**src/rtl/div_pkg.sv**
```systemverilog
// div_pkg: shared types and constants for the repeated-subtraction divider.
package div_pkg;

  localparam int DEFAULT_WIDTH = 16;

  // Controller states with a fixed 2-bit encoding.
  typedef enum logic [1:0] {
    IDLE = 2'b00,
    SUB  = 2'b01,
    DONE = 2'b10
  } state_t;

endpackage

```
**src/rtl/div_repsub_if.sv**
```systemverilog
// div_repsub_if: request/result bundle for the divider.
// Handshake: start is a request. It is taken on a rising edge only while busy
// is low (state IDLE) and is never queued. done is a one-cycle pulse. quotient,
// remainder and div_by_zero stay stable from done until the next accepted start.
// state is a debug view of the controller.
interface div_repsub_if import div_pkg::*; #(parameter int WIDTH = DEFAULT_WIDTH);

  logic             start;
  logic [WIDTH-1:0] dividend;
  logic [WIDTH-1:0] divisor;
  logic             busy;
  logic             done;
  logic [WIDTH-1:0] quotient;
  logic [WIDTH-1:0] remainder;
  logic             div_by_zero;
  state_t           state;

  modport master (
    output start, dividend, divisor,
    input  busy, done, quotient, remainder, div_by_zero, state
  );

  modport slave (
    input  start, dividend, divisor,
    output busy, done, quotient, remainder, div_by_zero, state
  );

endinterface

```
**src/rtl/div_datapath.sv**
```systemverilog
// div_datapath: R/D/Q registers, R>=D comparator, subtractor, Q incrementer
// and zero-divisor detect. Optional registered div_by_zero flag under the
// DIV_ZERO_FLAG_EN macro (tied low otherwise).
module div_datapath #(
  parameter int WIDTH = 16
) (
  input  logic             clk,
  input  logic             rst_n,
  input  logic             load,
  input  logic             force_res,
  input  logic             sub,
  input  logic [WIDTH-1:0] dividend,
  input  logic [WIDTH-1:0] divisor,
  output logic             ge,
  output logic             zero,
  output logic [WIDTH-1:0] quotient,
  output logic [WIDTH-1:0] remainder,
  output logic             flag
);

  logic [WIDTH-1:0] r_q;
  logic [WIDTH-1:0] d_q;
  logic [WIDTH-1:0] q_q;

  assign zero = (divisor == '0);

  // A zero divisor is stored as D=0; masking ge on it makes the controller
  // leave SUB after one cycle with the forced result untouched.
  assign ge = (d_q != '0) && (r_q >= d_q);

  assign quotient  = q_q;
  assign remainder = r_q;

  // Operand capture on accept, then one subtract/increment step per cycle.
  always_ff @(posedge clk or negedge rst_n) begin
    if (!rst_n) begin
      r_q <= '0;
      d_q <= '0;
      q_q <= '0;
    end else if (load) begin
      r_q <= dividend;
      d_q <= divisor;
      q_q <= force_res ? '1 : '0;
    end else if (sub) begin
      r_q <= r_q - d_q;
      q_q <= q_q + WIDTH'(1);
    end
  end

`ifdef DIV_ZERO_FLAG_EN
  logic flag_q;

  // Flag follows the divisor class of the most recent accept.
  always_ff @(posedge clk or negedge rst_n) begin
    if (!rst_n) begin
      flag_q <= 1'b0;
    end else if (load) begin
      flag_q <= force_res;
    end
  end

  assign flag = flag_q;
`else
  assign flag = 1'b0;
`endif

endmodule

```
**src/rtl/div_repsub.sv**
```systemverilog
// div_repsub: sequential unsigned divider by repeated subtraction.
// Controller FSM (IDLE/SUB/DONE) here, arithmetic in div_datapath.
// Optional feature macro: DIV_ZERO_FLAG_EN (registered div_by_zero flag).
module div_repsub import div_pkg::*; #(
  parameter int WIDTH = DEFAULT_WIDTH
) (
  input logic         clk,
  input logic         rst_n,
  div_repsub_if.slave bus
);

  state_t state;
  state_t state_nx;
  logic   load;
  logic   force_res;
  logic   sub;
  logic   ge;
  logic   zero;

  div_datapath #(.WIDTH(WIDTH)) u_dp (
    .clk       (clk),
    .rst_n     (rst_n),
    .load      (load),
    .force_res (force_res),
    .sub       (sub),
    .dividend  (bus.dividend),
    .divisor   (bus.divisor),
    .ge        (ge),
    .zero      (zero),
    .quotient  (bus.quotient),
    .remainder (bus.remainder),
    .flag      (bus.div_by_zero)
  );

  // State register.
  always_ff @(posedge clk or negedge rst_n) begin
    if (!rst_n) begin
      state <= IDLE;
    end else begin
      state <= state_nx;
    end
  end

  // Next-state and datapath controls. A zero divisor loads the forced
  // result and spends its one SUB cycle idle (ge is masked).
  always_comb begin
    state_nx  = state;
    load      = 1'b0;
    force_res = 1'b0;
    sub       = 1'b0;
    case (state)
      IDLE: begin
        if (bus.start) begin
          load      = 1'b1;
          force_res = zero;
          state_nx  = SUB;
        end
      end
      SUB: begin
        if (ge) begin
          sub = 1'b1;
        end else begin
          state_nx = DONE;
        end
      end
      DONE: begin
        state_nx = IDLE;
      end
      default: begin
        state_nx = IDLE;
      end
    endcase
  end

  assign bus.busy  = (state != IDLE);
  assign bus.done  = (state == DONE);
  assign bus.state = state;

endmodule
```
**src/flat_wrapper.sv**
```systemverilog
// flat-port wrapper written by rule: the top's interface ports become plain ports
module div_repsub_flat import div_pkg::*;
#(
  parameter int WIDTH = DEFAULT_WIDTH
)
  (clk, rst_n, bus_start, bus_dividend, bus_divisor, bus_busy, bus_done, bus_quotient, bus_remainder, bus_div_by_zero, bus_state);
  div_repsub_if #(.WIDTH(WIDTH)) bus_i ();
  input logic clk;
  input logic rst_n;
  input wire logic [$bits(bus_i.start)-1:0] bus_start;
  input wire logic [$bits(bus_i.dividend)-1:0] bus_dividend;
  input wire logic [$bits(bus_i.divisor)-1:0] bus_divisor;
  output wire logic [$bits(bus_i.busy)-1:0] bus_busy;
  output wire logic [$bits(bus_i.done)-1:0] bus_done;
  output wire logic [$bits(bus_i.quotient)-1:0] bus_quotient;
  output wire logic [$bits(bus_i.remainder)-1:0] bus_remainder;
  output wire logic [$bits(bus_i.div_by_zero)-1:0] bus_div_by_zero;
  output wire logic [$bits(bus_i.state)-1:0] bus_state;
  assign bus_i.start = bus_start;
  assign bus_i.dividend = bus_dividend;
  assign bus_i.divisor = bus_divisor;
  assign bus_busy = bus_i.busy;
  assign bus_done = bus_i.done;
  assign bus_quotient = bus_i.quotient;
  assign bus_remainder = bus_i.remainder;
  assign bus_div_by_zero = bus_i.div_by_zero;
  assign bus_state = bus_i.state;
  div_repsub #(.WIDTH(WIDTH)) u_core (.clk(clk), .rst_n(rst_n), .bus(bus_i));
endmodule
```
**config.mk**
```make
export PLATFORM = sky130hd
export DESIGN_NAME = div_repsub_flat
export DESIGN_NICKNAME = d
export VERILOG_FILES = /design/src/rtl/div_pkg.sv /design/src/rtl/div_repsub_if.sv /design/src/rtl/div_datapath.sv /design/src/rtl/div_repsub.sv /design/src/flat_wrapper.sv
export SDC_FILE = /design/constraint.sdc
export NUM_CORES = 1
export LEC_CHECK = 0
export BUFFER_PORTS_ARGS = -buffer_cell sky130_fd_sc_hd__buf_2
export CORE_UTILIZATION = 30
export CTS_CLUSTER_SIZE = 8
export DETAILED_ROUTE_END_ITERATION = 8
export PLACE_DENSITY = 0.52
export RECOVER_POWER = 25
export SLEW_MARGIN = 10
export SYNTH_ARGS = -nofsm -noshare
export SYNTH_HDL_FRONTEND = slang
export SYNTH_SLANG_ARGS = --single-unit
```
**constraint.sdc**
```tcl
create_clock -name clk -period 7.67 [get_ports clk]
set_input_delay 1.1505 -clock clk [delete_from_list [all_inputs] [get_ports clk]]
set_output_delay 1.1505 -clock clk [all_outputs]
set_load 0.01 [all_outputs]
```
==> flow_summary.toml <==
[setup_path]
cp-start-kind = "input port"
cpMaxStageDelayCell = "clkbuf_1"
r2r-start = "u_core.u_dp.remainder[0]"
regToRegSetupSlack_ns = 4.65
rr_endpoint = "u_core.u_dp.remainder[13]"
required_ns = 7.47
criticalPathCategory = "input port to async pin"
crit_family = "buffers and inverters"
path_cells = "buf_2 > clkbuf_1"
crit_path_end = "u_core.u_dp.remainder[14]"
end_kind = "async pin"
cpPeakStageDelay_ns = 2.07
critical_path.startpoint = "rst_n"
path_max_fanout = 50
path_depth = 2
arrival_ns = 3.31
cp.buffers_inverters = 2
r2r_cells = 11

[clock_network]
cts_tree = "built"
cts_buffer_depth = 2
cts.sinks = 50
clock_latency_ns = 0.32
ctsHoldBuffers = 0
htree_levels = 2
path_clk_slew_ns = 0.10
postCtsSetupRepairBufs = 0
cts_buffers = 5
root_buffer = "clkbuf_8"
cts_resized = 0

[layout]
fillers = 1086
syn2layout_area_growth_pct = 16.9
antennaDiodeCount = 0
drive_gt1_share_pct = 20.6
nets = 498

[die]
die_area_mm2 = 0.0111
pin_count = 72
initial_core_util_pct = 30.9
core_area_mm2 = 0.0103
die_x_um = 105
row_count = 37
die_height_um = 105

[yosys]
synth_top_area_share_pct = 39.2
synth.area.top_cells = "dfrtp_1 (39%), nand2_1 (6.7%), ha_1 (6.7%), a21oi_1 (6.1%), o21ai_0 (5.5%)"
async_flop_share_pct = 100
seq_area_frac_synth_pct = 39.2
synth_warnings = 0
synth_area_leader_cell = "dfrtp_1"
syn-num-nets = 436
synth_area_mm2 = 0.00319
synth_ff_type = "dfrtp_1"
syn_inst = 383
ys_seq_elements = 50
synth_edf_count = 0
syn-mean-instance-area_um2 = 8.33
synthTopCellsByCount = "nand2_1 (57), dfrtp_1 (50), a21oi_1 (39)"
yosysMostFrequentCell = "nand2_1"
synth.distinct_cells = 48

[routing]
viasPerCell = 5.23
routedWlPerCell_um = 15.6
met2_wirelength_um = 4330
drc = 0
ant_nets = 0
wl_met3_um = 344
vias = 3041
wl_met1_um = 4400
drt_wl_total_um = 9110
dr.first_iter.drc_count = 174
drtPass1Iterations = 5
top_layer = "met4"

[timing]
tns_ns = 0
tightest_slew_ns = 2.92
min_period_over_period_pct = 45.7
rsz0062_at_grt = "no"
slew_headroom_pct = -94.8
period_minus_slack_ns = 3.51
hold_viol = 0
fmax_mhz = 285
setup_slack_ns = 4.16
drv_slew = 51
setup_violations = 0
fin_skew_ns = 0.0149
hold_slack_ns = 0.527

[status]
status = "complete, but fails checks"
violations = "capacitance limit, slew limit"

[grt]
grt_pass1_vias = 3100
grt_overflow_total = 0
grt_pass1_wl_um = 15100
grt_max_degree = 53
antenna_found_initial = 0
grtUsageTotal_pct = 17.2

[power_and_ir_drop]
powerDensity_mw_per_mm2 = 460
irDropWorstVdd_mv = 0.146
leakagePower_uw = 0.00178
finalPower_uw = 1710

[place]
dp_hpwl_um = 6450
place.gp.congestion = 0.787
pre_cts_slack_ns = 4.00
io_buffers = 70

[run]
cap_violations = 1

[hold_path]
hold_path_class = "flip-flop to flip-flop"
==> sequential cells by signal, summed over array words and instances, names as in the netlist <==
name / cells
u_core.u_dp.d_q: 16
u_core.bus.state: 2
u_core.u_dp.quotient: 16
u_core.u_dp.remainder: 16
==> layer usage <==
metal	track usage [%]	vias to the layer above
li1	-	1497
met1	23.7	1473
met2	28.4	66
met3	2.62	5
met4	3.52	0
met5	0	-
==> layout by cell type (no fill, tap or decap), drive strengths merged, types with 4 or more instances in the layout <==
master / count
a21oi: 39
a31o: 4
a31oi: 5
and3: 10
buf: 72
clkbuf: 6
dfrtp: 50
ha: 17
inv: 25
nand2: 58
nand2b: 6
nand3: 20
nor2: 20
nor3: 6
nor4: 9
o211ai: 5
o21a: 4
o21ai: 40
o31ai: 4
xnor2: 7
==> layout make-up <==
type	instances	area, um2	area share, %
tap	136	170	4.56
clock inverter	3	26.3	0.705
clock buffer	5	68.8	1.85
multi-input combinational	292	1760	47.1
inverter	23	86.3	2.32
timing repair buffer	73	369	9.90
sequential	50	1250	33.6
==> where the power goes <==
part / internal (uW) / switching, uW / leakage [uW]
Clock: 67.5 / 105 / 0.0000491
Sequential: 362 / 79.3 / 0.000633
Combinational: 452 / 649 / 0.00110
Total: 882 / 833 / 0.00178
==> worst min-delay path by stage <==
stage	from	endpoint	slack (ns)	cells past startpoint
global placement	u_core.u_dp.d_q[0]	u_core.u_dp.d_q[0]	0.50	2
detailed placement	u_core.u_dp.d_q[0]	u_core.u_dp.d_q[0]	0.50	2
floorplan	u_core.u_dp.d_q[0]	u_core.u_dp.d_q[0]	0.47	2
CTS	u_core.u_dp.d_q[0]	u_core.u_dp.d_q[0]	0.53	2
global route	u_core.u_dp.d_q[0]	u_core.u_dp.d_q[0]	0.58	2
finish	u_core.u_dp.d_q[0]	u_core.u_dp.d_q[0]	0.53	2
==> per-stage QoR <==
step	area (um2)	util (%)	std cells
floorplan	3190	-	383
global placement	3640	35.2	574
detailed placement	3640	35.2	574
CTS	3730	36.2	582
global route	3730	36.1	582
finish	3730	36.1	582
==> cells by family after synthesis <==
family                     share of synthesized area (%)
buffers and inverters                               5.76
and+or+nand+nor                                     20.6
DFF                                                 39.2
AOI/OAI and AO/OA                                   23.6
other                                              0.118
xor gates and xnor gates                            2.75
adders and majority gates                           7.29
muxes                                              0.627
Note: power is estimated with default switching activity, not from simulation.
